`src/rtl/alu_cmd_sequencer_if.sv`:
```
// Stream, ALU-operand and status signals of the ALU command sequencer.
// The slave modport is the sequencer; the master modport is its environment.
interface alu_cmd_sequencer_if #(
  parameter int unsigned CNT_W = 8
);
  logic             in_valid;
  logic [3:0]       in_data;
  logic             in_ready;
  logic [3:0]       alu_inA;
  logic [3:0]       alu_inB;
  logic [1:0]       alu_inC;
  logic [1:0]       alu_op;
  logic [3:0]       alu_ans;
  logic             out_valid;
  logic [3:0]       out_data;
  logic             out_ready;
  logic             busy;
  logic [CNT_W-1:0] cmd_count;

  modport master (
    output in_valid, in_data, alu_ans, out_ready,
    input  in_ready, alu_inA, alu_inB, alu_inC, alu_op,
    input  out_valid, out_data, busy, cmd_count
  );

  modport slave (
    input  in_valid, in_data, alu_ans, out_ready,
    output in_ready, alu_inA, alu_inB, alu_inC, alu_op,
    output out_valid, out_data, busy, cmd_count
  );
endinterface

```
`src/rtl/alu_cmd_sequencer.sv`:
```
// Issue stage for a 4-bit combinational ALU: collects header/A/B nibbles,
// holds the operands for SETTLE cycles, captures ans and hands it downstream.
module alu_cmd_sequencer #(
  parameter int unsigned SETTLE = 1,
  parameter int unsigned CNT_W  = 8
) (
  input logic                 clk,
  input logic                 reset,
  alu_cmd_sequencer_if.slave  bus
);

  typedef enum logic [2:0] {
    S_HDR  = 3'd0,
    S_GETA = 3'd1,
    S_GETB = 3'd2,
    S_EXEC = 3'd3,
    S_DONE = 3'd4
  } state_e;

  localparam logic [3:0] SETTLE_LD = 4'(SETTLE - 1);

  state_e           state_q, state_d;
  logic             in_ready_c, busy_c, in_xfer;

  logic [3:0]       hdr_q, hdr_d;
  logic [3:0]       a_q, a_d;
  logic [1:0]       op_q, op_d;
  logic [1:0]       inc_q, inc_d;
  logic [3:0]       ina_q, ina_d;
  logic [3:0]       inb_q, inb_d;
  logic [3:0]       settle_q, settle_d;
  logic [3:0]       out_data_q, out_data_d;
  logic             out_valid_q, out_valid_d;
  logic [CNT_W-1:0] cnt_q, cnt_d;

  assign in_xfer = bus.in_valid && in_ready_c;

  always_ff @(posedge clk) begin
    if (reset) begin
      state_q <= S_HDR;
    end else begin
      state_q <= state_d;
    end
  end

  always_comb begin
    state_d = state_q;
    unique case (state_q)
      S_HDR:   if (in_xfer) state_d = S_GETA;
      S_GETA:  if (in_xfer) state_d = S_GETB;
      S_GETB:  if (in_xfer) state_d = S_EXEC;
      S_EXEC:  if (settle_q == 4'd0) state_d = S_DONE;
      S_DONE:  if (bus.out_ready) state_d = S_HDR;
      default: state_d = S_HDR;
    endcase
  end

  always_comb begin
    in_ready_c = 1'b0;
    busy_c     = 1'b1;
    unique case (state_q)
      S_HDR: begin
        in_ready_c = 1'b1;
        busy_c     = 1'b0;
      end
      S_GETA, S_GETB: in_ready_c = 1'b1;
      default:        in_ready_c = 1'b0;
    endcase
  end

  // Datapath next-state: each register only moves on its own state's event.
  always_comb begin
    hdr_d       = hdr_q;
    a_d         = a_q;
    op_d        = op_q;
    inc_d       = inc_q;
    ina_d       = ina_q;
    inb_d       = inb_q;
    settle_d    = settle_q;
    out_data_d  = out_data_q;
    out_valid_d = out_valid_q;
    cnt_d       = cnt_q;
    unique case (state_q)
      S_HDR:  if (in_xfer) hdr_d = bus.in_data;
      S_GETA: if (in_xfer) a_d = bus.in_data;
      S_GETB: begin
        if (in_xfer) begin
          op_d     = hdr_q[3:2];
          inc_d    = hdr_q[1:0];
          ina_d    = a_q;
          inb_d    = bus.in_data;
          settle_d = SETTLE_LD;
        end
      end
      S_EXEC: begin
        if (settle_q == 4'd0) begin
          out_data_d  = bus.alu_ans;
          out_valid_d = 1'b1;
        end else begin
          settle_d = settle_q - 4'd1;
        end
      end
      S_DONE: begin
        if (bus.out_ready) begin
          out_valid_d = 1'b0;
          cnt_d       = cnt_q + CNT_W'(1);
        end
      end
      default: ;
    endcase
  end

  always_ff @(posedge clk) begin
    if (reset) begin
      hdr_q       <= '0;
      a_q         <= '0;
      op_q        <= '0;
      inc_q       <= '0;
      ina_q       <= '0;
      inb_q       <= '0;
      settle_q    <= '0;
      out_data_q  <= '0;
      out_valid_q <= 1'b0;
      cnt_q       <= '0;
    end else begin
      hdr_q       <= hdr_d;
      a_q         <= a_d;
      op_q        <= op_d;
      inc_q       <= inc_d;
      ina_q       <= ina_d;
      inb_q       <= inb_d;
      settle_q    <= settle_d;
      out_data_q  <= out_data_d;
      out_valid_q <= out_valid_d;
      cnt_q       <= cnt_d;
    end
  end

  assign bus.in_ready  = in_ready_c;
  assign bus.busy      = busy_c;
  assign bus.alu_op    = op_q;
  assign bus.alu_inC   = inc_q;
  assign bus.alu_inA   = ina_q;
  assign bus.alu_inB   = inb_q;
  assign bus.out_data  = out_data_q;
  assign bus.out_valid = out_valid_q;
  assign bus.cmd_count = cnt_q;

endmodule

```
`src/flat_wrapper.sv`:
```
// flat-port wrapper written by rule: the top's interface ports become plain ports
module alu_cmd_sequencer_flat 
#(
  parameter int unsigned SETTLE = 1,
  parameter int unsigned CNT_W  = 8
)
  (clk, reset, bus_in_valid, bus_in_data, bus_alu_ans, bus_out_ready, bus_in_ready, bus_alu_inA, bus_alu_inB, bus_alu_inC, bus_alu_op, bus_out_valid, bus_out_data, bus_busy, bus_cmd_count);
  alu_cmd_sequencer_if #(.CNT_W(CNT_W)) bus_i ();
  input logic clk;
  input logic reset;
  input wire logic [$bits(bus_i.in_valid)-1:0] bus_in_valid;
  input wire logic [$bits(bus_i.in_data)-1:0] bus_in_data;
  input wire logic [$bits(bus_i.alu_ans)-1:0] bus_alu_ans;
  input wire logic [$bits(bus_i.out_ready)-1:0] bus_out_ready;
  output wire logic [$bits(bus_i.in_ready)-1:0] bus_in_ready;
  output wire logic [$bits(bus_i.alu_inA)-1:0] bus_alu_inA;
  output wire logic [$bits(bus_i.alu_inB)-1:0] bus_alu_inB;
  output wire logic [$bits(bus_i.alu_inC)-1:0] bus_alu_inC;
  output wire logic [$bits(bus_i.alu_op)-1:0] bus_alu_op;
  output wire logic [$bits(bus_i.out_valid)-1:0] bus_out_valid;
  output wire logic [$bits(bus_i.out_data)-1:0] bus_out_data;
  output wire logic [$bits(bus_i.busy)-1:0] bus_busy;
  output wire logic [$bits(bus_i.cmd_count)-1:0] bus_cmd_count;
  assign bus_i.in_valid = bus_in_valid;
  assign bus_i.in_data = bus_in_data;
  assign bus_i.alu_ans = bus_alu_ans;
  assign bus_i.out_ready = bus_out_ready;
  assign bus_in_ready = bus_i.in_ready;
  assign bus_alu_inA = bus_i.alu_inA;
  assign bus_alu_inB = bus_i.alu_inB;
  assign bus_alu_inC = bus_i.alu_inC;
  assign bus_alu_op = bus_i.alu_op;
  assign bus_out_valid = bus_i.out_valid;
  assign bus_out_data = bus_i.out_data;
  assign bus_busy = bus_i.busy;
  assign bus_cmd_count = bus_i.cmd_count;
  alu_cmd_sequencer #(.SETTLE(SETTLE), .CNT_W(CNT_W)) u_core (.clk(clk), .reset(reset), .bus(bus_i));
endmodule
```
`config.mk`:
```
export PLATFORM = sky130hd
export DESIGN_NAME = alu_cmd_sequencer_flat
export DESIGN_NICKNAME = d
export VERILOG_FILES = /design/src/rtl/alu_cmd_sequencer_if.sv /design/src/rtl/alu_cmd_sequencer.sv /design/src/flat_wrapper.sv
export SDC_FILE = /design/constraint.sdc
export NUM_CORES = 1
export LEC_CHECK = 0
export CAP_MARGIN = 20
export CORE_UTILIZATION = 53
export CTS_CLUSTER_DIAMETER = 40
export CTS_CLUSTER_SIZE = 14
export DETAILED_ROUTE_END_ITERATION = 10
export HOLD_SLACK_MARGIN = 0.1
export PLACE_DENSITY = 0.94
export SLEW_MARGIN = 20
export SYNTH_ARGS = -nofsm -noshare
export SYNTH_HDL_FRONTEND = slang
export SYNTH_SLANG_ARGS = --single-unit
```
`constraint.sdc`:
```
create_clock -name clk -period 2.4 [get_ports clk]
set_input_delay 0.48 -clock clk [delete_from_list [all_inputs] [get_ports clk]]
set_output_delay 0.48 -clock clk [all_outputs]
set_load 0.05 [all_outputs]
```
After elaboration in Yosys (flattened, before gate mapping)
Index checks and enable logic that the tools add are counted.
{"block": "totals", "ff_bits": 40, "input_bits": 12, "out_inout_bits": 27}
{"block": "classes", "addsub": 2, "n_eq_ne": 10, "mux": 14, "n_reduce_logical": 14}
{"op": "two-way mux 3 bit", "count": 5}
{"op": "one-hot mux 3 bit (5 select lines)", "count": 1}
{"op": "AND reduction 2 bit", "count": 5}
{"op": "adder 8 x 1 -> 8 bit, second input constant", "count": 1}
{"op": "two-way mux 4 bit", "count": 2}
{"op": "!= test 2 x 1 -> 1 bit, second input constant", "count": 4}
{"op": "one-hot mux 4 bit (2 select lines)", "count": 1}
{"op": "equality test 3 x 2 -> 1 bit, second input constant", "count": 2}
{"op": "AND reduction 3 bit", "count": 2}
{"op": "AND reduction 5 bit", "count": 1}
{"op": "logical NOT 4 bit", "count": 1}
{"op": "two-way mux 1 bit", "count": 4}
{"op": "!= test 2 bit, second input constant", "count": 2}
{"op": "nonzero test 2 bit", "count": 2}
{"op": "subtractor 4 x 1 -> 4 bit, second input constant", "count": 1}
{"op": "equality test 3 x 1 -> 1 bit, second input constant", "count": 1}
{"op": "equality test 3 bit, second input constant", "count": 1}
{"op": "logical NOT 3 bit", "count": 1}
{"op": "OR reduction 3 bit", "count": 1}
{"op": "one-hot mux 1 bit (2 select lines)", "count": 1}
{"op": "logical AND 1 bit", "count": 1}

Longest topological paths before layout
Gate-level depths: netlist of the first run.
{"block": "depth", "depth_word": 6, "mapped_depth": 6}

Worst setup path before layout of the first run
OpenSTA, ideal clock, no wires.
{"block": "synth_path", "kind": "reg2out", "start": "register u_core.state_q[0]", "end": "output port bus_in_ready", "arrival_ns": 1.276, "required_time_ns": 1.920, "path_slack_ns": 0.644, "path_stages_with_launch": 3, "n_path_buf": 1, "path_cell_list": "dfxtp_1 -> buf_2 -> a21oi_1"}
{"block": "synth_via", "elab_chain_cells": 3, "word_cells_on_any_way": 5}
{"element": "from (decl)", "line_no": "alu_cmd_sequencer.sv:22", "rtl": "state_e state_q, state_d;"}
{"element": "from (signal assigned)", "line_no": "alu_cmd_sequencer.sv:42", "rtl": "state_q <= state_d;"}
{"element": "equality test 3 x 1 -> 1 bit, or another cell as far along", "line_no": "alu_cmd_sequencer.sv:61", "rtl": "unique case (state_q)"}
{"element": "OR reduction 3 bit (no source line) (*)"}
{"element": "two-way mux 1 bit (*)", "line_no": "alu_cmd_sequencer.sv:61"}
{"element": "to (decl)", "line_no": "flat_wrapper.sv:15", "rtl": "output wire logic [$bits(bus_i.in_ready)-1:0] bus_in_ready;"}
Every way passes the cells marked *; elsewhere a longest branch is shown, timed or not.

Worst setup path after layout of the first run
{"block": "layout_path", "start": "register u_core.state_q[1]", "end": "output port bus_busy"}
{"block": "layout_via", "elab_chain_cells": 2}
{"element": "logical NOT 3 bit", "line_no": "alu_cmd_sequencer.sv:61"}
{"element": "two-way mux 1 bit", "line_no": "alu_cmd_sequencer.sv:61"}
{"element": "to (decl)", "line_no": "flat_wrapper.sv:22", "rtl": "output wire logic [$bits(bus_i.busy)-1:0] bus_busy;"}
Every way passes these cells.

==> flow_summary.ini, run 1 <==
[outcome]
status = finished, final reports clean

[floorplanning]
core_area_um2 = 3030
rows = 20
fp.dieArea_um2 = 3420
floorplan.initialDensity_pct = 55.8
die_h_um = 58.5
die_w_um = 58.5
io_pins = 39

[critical_path]
critical_path.max_stage_delay_ps = 620
worstPathArrival_ps = 1660
required_ps = 1920
slowest_stage = dfxtp_1
start_kind = flop
path_class = reg2out
path_cells = or3_1, dlygate4sd2_1
endpoint_kind = output port
r2r_start = u_core.settle_q[0]$_SDFFE_PP0P_
cp_max_fo = 13
r2r_end = u_core.bus.out_data[3]$_SDFFE_PP0P_
reg2regPathDepth = 6
reg2reg_slack_ps = 410

[synthesis]
ys_warn_count = 0
synth_top_area_cell = dfxtp_1
synth_most_common_cell = dfxtp_1
syn_inst = 188
synth_common_cells = 40 x dfxtp_1, 28 x a21oi_1, 28 x nand2_1, 11 x nor2_1, 10 x mux2i_1
async_reset_ff_share_pct = 0
synth_edf_count = 0
yosysSeqAreaShare_pct = 47.4
synth.area.top_cells = dfxtp_1 47%, a21oi_1 8.3%, nand2_1 6.2%
synth_seq_cells = 40
synthFlopType = dfxtp_1
postSynthAreaPerCell_um2 = 8.98
syn_area_um2 = 1690
syn-num-nets = 202
synth_top_area_share_pct = 47.4
synth_cell_types = 37

[sta]
maxSlewViolCount = 0
rsz0062_at_grt = no
clock.fmax_mhz = 468
period_share_pct = 89.0
clock_skew_ps = 4.86
relSlewSlack_pct = 33.5
setup-violations-final = 0
holdWs_ps = 462
hold_violations = 0
period_needed_ps = 2140
tightest_slew_ps = 996
setup_tns_ps = 0

[global_route]
grt_pass1_wl_um = 5950
grt.overflow.total = 0
grt_pass1_vias = 1306
grt_usage_pct = 23.1
grt_max_degree = 31
antenna_found_initial = 0

[routing]
wl_per_cell_um = 13.2
drt-total-wl_um = 3560
antenna_left = 0
vias_per_cell = 5.49
vias = 1478
drt_first_iter_violations = 56
drc = 0
dr.pass1.iters = 4

[clocking]
hold_buffers = 0
clkTransAtPathRegs_ps = 120
htree_levels = 2
cts.sinks = 40
cts-buffers-inserted = 5
clockBufferDepth = 2
postCtsSetupRepairBufs = 0
cts_root_buf = clkbuf_4
cts_tree = yes
clock_latency_ps = 350

[min_path]
hp-class = reg2reg
whs_path_depth = 2
whs_endpoint = u_core.bus.alu_inB[0]$_SDFFE_PP0P_
min_from = u_core.bus.alu_inB[0]$_SDFFE_PP0P_

[final_layout]
area_growth_pct = 30.2
num_antenna_cells = 0
drive_above_1_share_pct = 8.89
num-nets-final = 238

[power]
p_leak_nw = 0.752
p_clk_share_pct = 37.6
peakVddDrop_uv = 438
swShare_pct = 23.2
comb_power_share_pct = 9.7
power_frac_seq_pct = 52.7
p_per_area_nw_per_um2 = 599
power.switching_uw = 306
p_int_mw = 1.01

[place]
io_buffers = 38
gp_congestion = 0.789
hpwlAfterDp_um = 2420

[flow_run]
drv_cap = 0
## routing by layer
layer | routed length (um) | part of all wire, % | track usage (%) | vias up
met5 | 0 | 0 | 0 | -
met4 | 77 | 2.2 | 9.86 | 0
met3 | 144 | 4.0 | 6.59 | 10
met2 | 1760 | 49 | 38.6 | 36
met1 | 1580 | 44 | 27.8 | 698
li1 | - | - | - | 734
## how the worst max path moves through the flow
stage / to / from / slack, ps
2_1_floorplan: bus_in_ready / u_core.state_q[0]$_SDFFE_PP0P_ / 640
3_3_place_gp: bus_busy / u_core.state_q[1]$_SDFFE_PP0P_ / 410
3_5_place_dp: u_core.bus.cmd_count[6]$_SDFFE_PP0P_ / bus_out_ready / 390
4_1_cts: bus_in_ready / u_core.state_q[2]$_SDFFE_PP0P_ / 40
5_1_grt: bus_cmd_count[2] / u_core.bus.cmd_count[2]$_SDFFE_PP0P_ / 190
6_report: bus_busy / u_core.state_q[1]$_SDFFE_PP0P_ / 260
## critical path: cells and delay by family (launching register included)
kind	cells	cell delay [ps]
buf+inv	1	520
flops	1	620
simple gates	1	170
## per-stage QoR
step                utilization (%)  cells  cell area (um2)  setup slack [ps]  power (mW)
CTS                            72.6    269             2200              35.4        1.33
finish                         72.6    269             2200               264        1.32
detailed placement             69.5    261             2100               386       0.838
global route                   72.6    269             2200               192        1.36
floorplan                         -    188             1690               644       0.790
global placement               69.5    261             2100               412       0.834
## placed cells by master (no fill, tap or decap), drive strengths merged, types with 2 or more instances in the layout
cell type / instances
a21oi: 28
ha: 2
mux2i: 10
nand4bb: 2
inv: 4
nand2: 28
buf: 5
or3: 6
clkdlybuf4s50: 36
o21ai: 9
dfxtp: 40
nor2: 11
o31ai: 3
o211ai: 2
a211oi: 2
clkbuf: 7
or4: 5
nand3: 8
nor4b: 2
## timing repair
item,CTS,global route
pin swaps,0,0
cloned,0,0
resized for setup,1,1
endpoints found under the setup margin,1,1
## final cells by class
| cell class | instances | area, um2 |
|---|---|---|
| fill | 232 | 828 |
| multi-input combinational | 130 | 802 |
| sequential | 40 | 801 |
| timing repair buffer | 43 | 432 |
| clock buffer | 7 | 65.1 |
| tap | 44 | 55.1 |
| clock inverter | 1 | 30.0 |
| inverter | 4 | 15.0 |
## cells by family after synthesis
family / Yosys count / share of synthesized area [%]
AO/OA/AOI/OAI: 46 / 15.3
XOR/XNOR: 1 / 0.519
adder cells (fa/ha/maj): 2 / 1.48
buffers and inverters: 18 / 5.11
flip-flops: 40 / 47.4
multiplexers: 10 / 5.93
AND/OR/NAND/NOR: 71 / 24.3
## registers in the layout (all words and copies together), names as in the netlist
signal                cells
u_core.bus.alu_inC        2
u_core.bus.alu_inB        4
u_core.bus.alu_op         2
u_core.state_q            3
u_core.bus.alu_inA        4
u_core.hdr_q              4
u_core.settle_q           4
u_core.bus.out_valid      1
u_core.bus.cmd_count      8
u_core.a_q                4
u_core.bus.out_data       4
## power by group through the flow
stage	combinational (mW)	sequential, mW	clock (mW)
3_5_place_dp	0.129	0.709	0
3_3_place_gp	0.126	0.708	0
5_1_grt	0.137	0.697	0.528
6_report	0.128	0.695	0.496
2_1_floorplan	0.0757	0.714	0
4_1_cts	0.128	0.694	0.504
No activity file was read; power rests on OpenSTA's default activity.
==> run 2, diff against run 1 <==
--- a/config.mk
+++ b/config.mk
@@ -12,7 +12,6 @@
 export DETAILED_ROUTE_END_ITERATION = 10
 export HOLD_SLACK_MARGIN = 0.1
 export PLACE_DENSITY = 0.94
-export SLEW_MARGIN = 20
 export SYNTH_ARGS = -nofsm -noshare
 export SYNTH_HDL_FRONTEND = slang
 export SYNTH_SLANG_ARGS = --single-unit
==> results of run 2 <==
The final DEF is identical to that of run 1; final timing and power are the same.
==> run 3, diff against run 2 <==
--- a/config.mk
+++ b/config.mk
@@ -10,7 +10,6 @@
 export CTS_CLUSTER_DIAMETER = 40
 export CTS_CLUSTER_SIZE = 14
 export DETAILED_ROUTE_END_ITERATION = 10
-export HOLD_SLACK_MARGIN = 0.1
 export PLACE_DENSITY = 0.94
 export SYNTH_ARGS = -nofsm -noshare
 export SYNTH_HDL_FRONTEND = slang
==> results of run 3 <==
The final DEF is identical to that of run 1; final timing and power are the same.
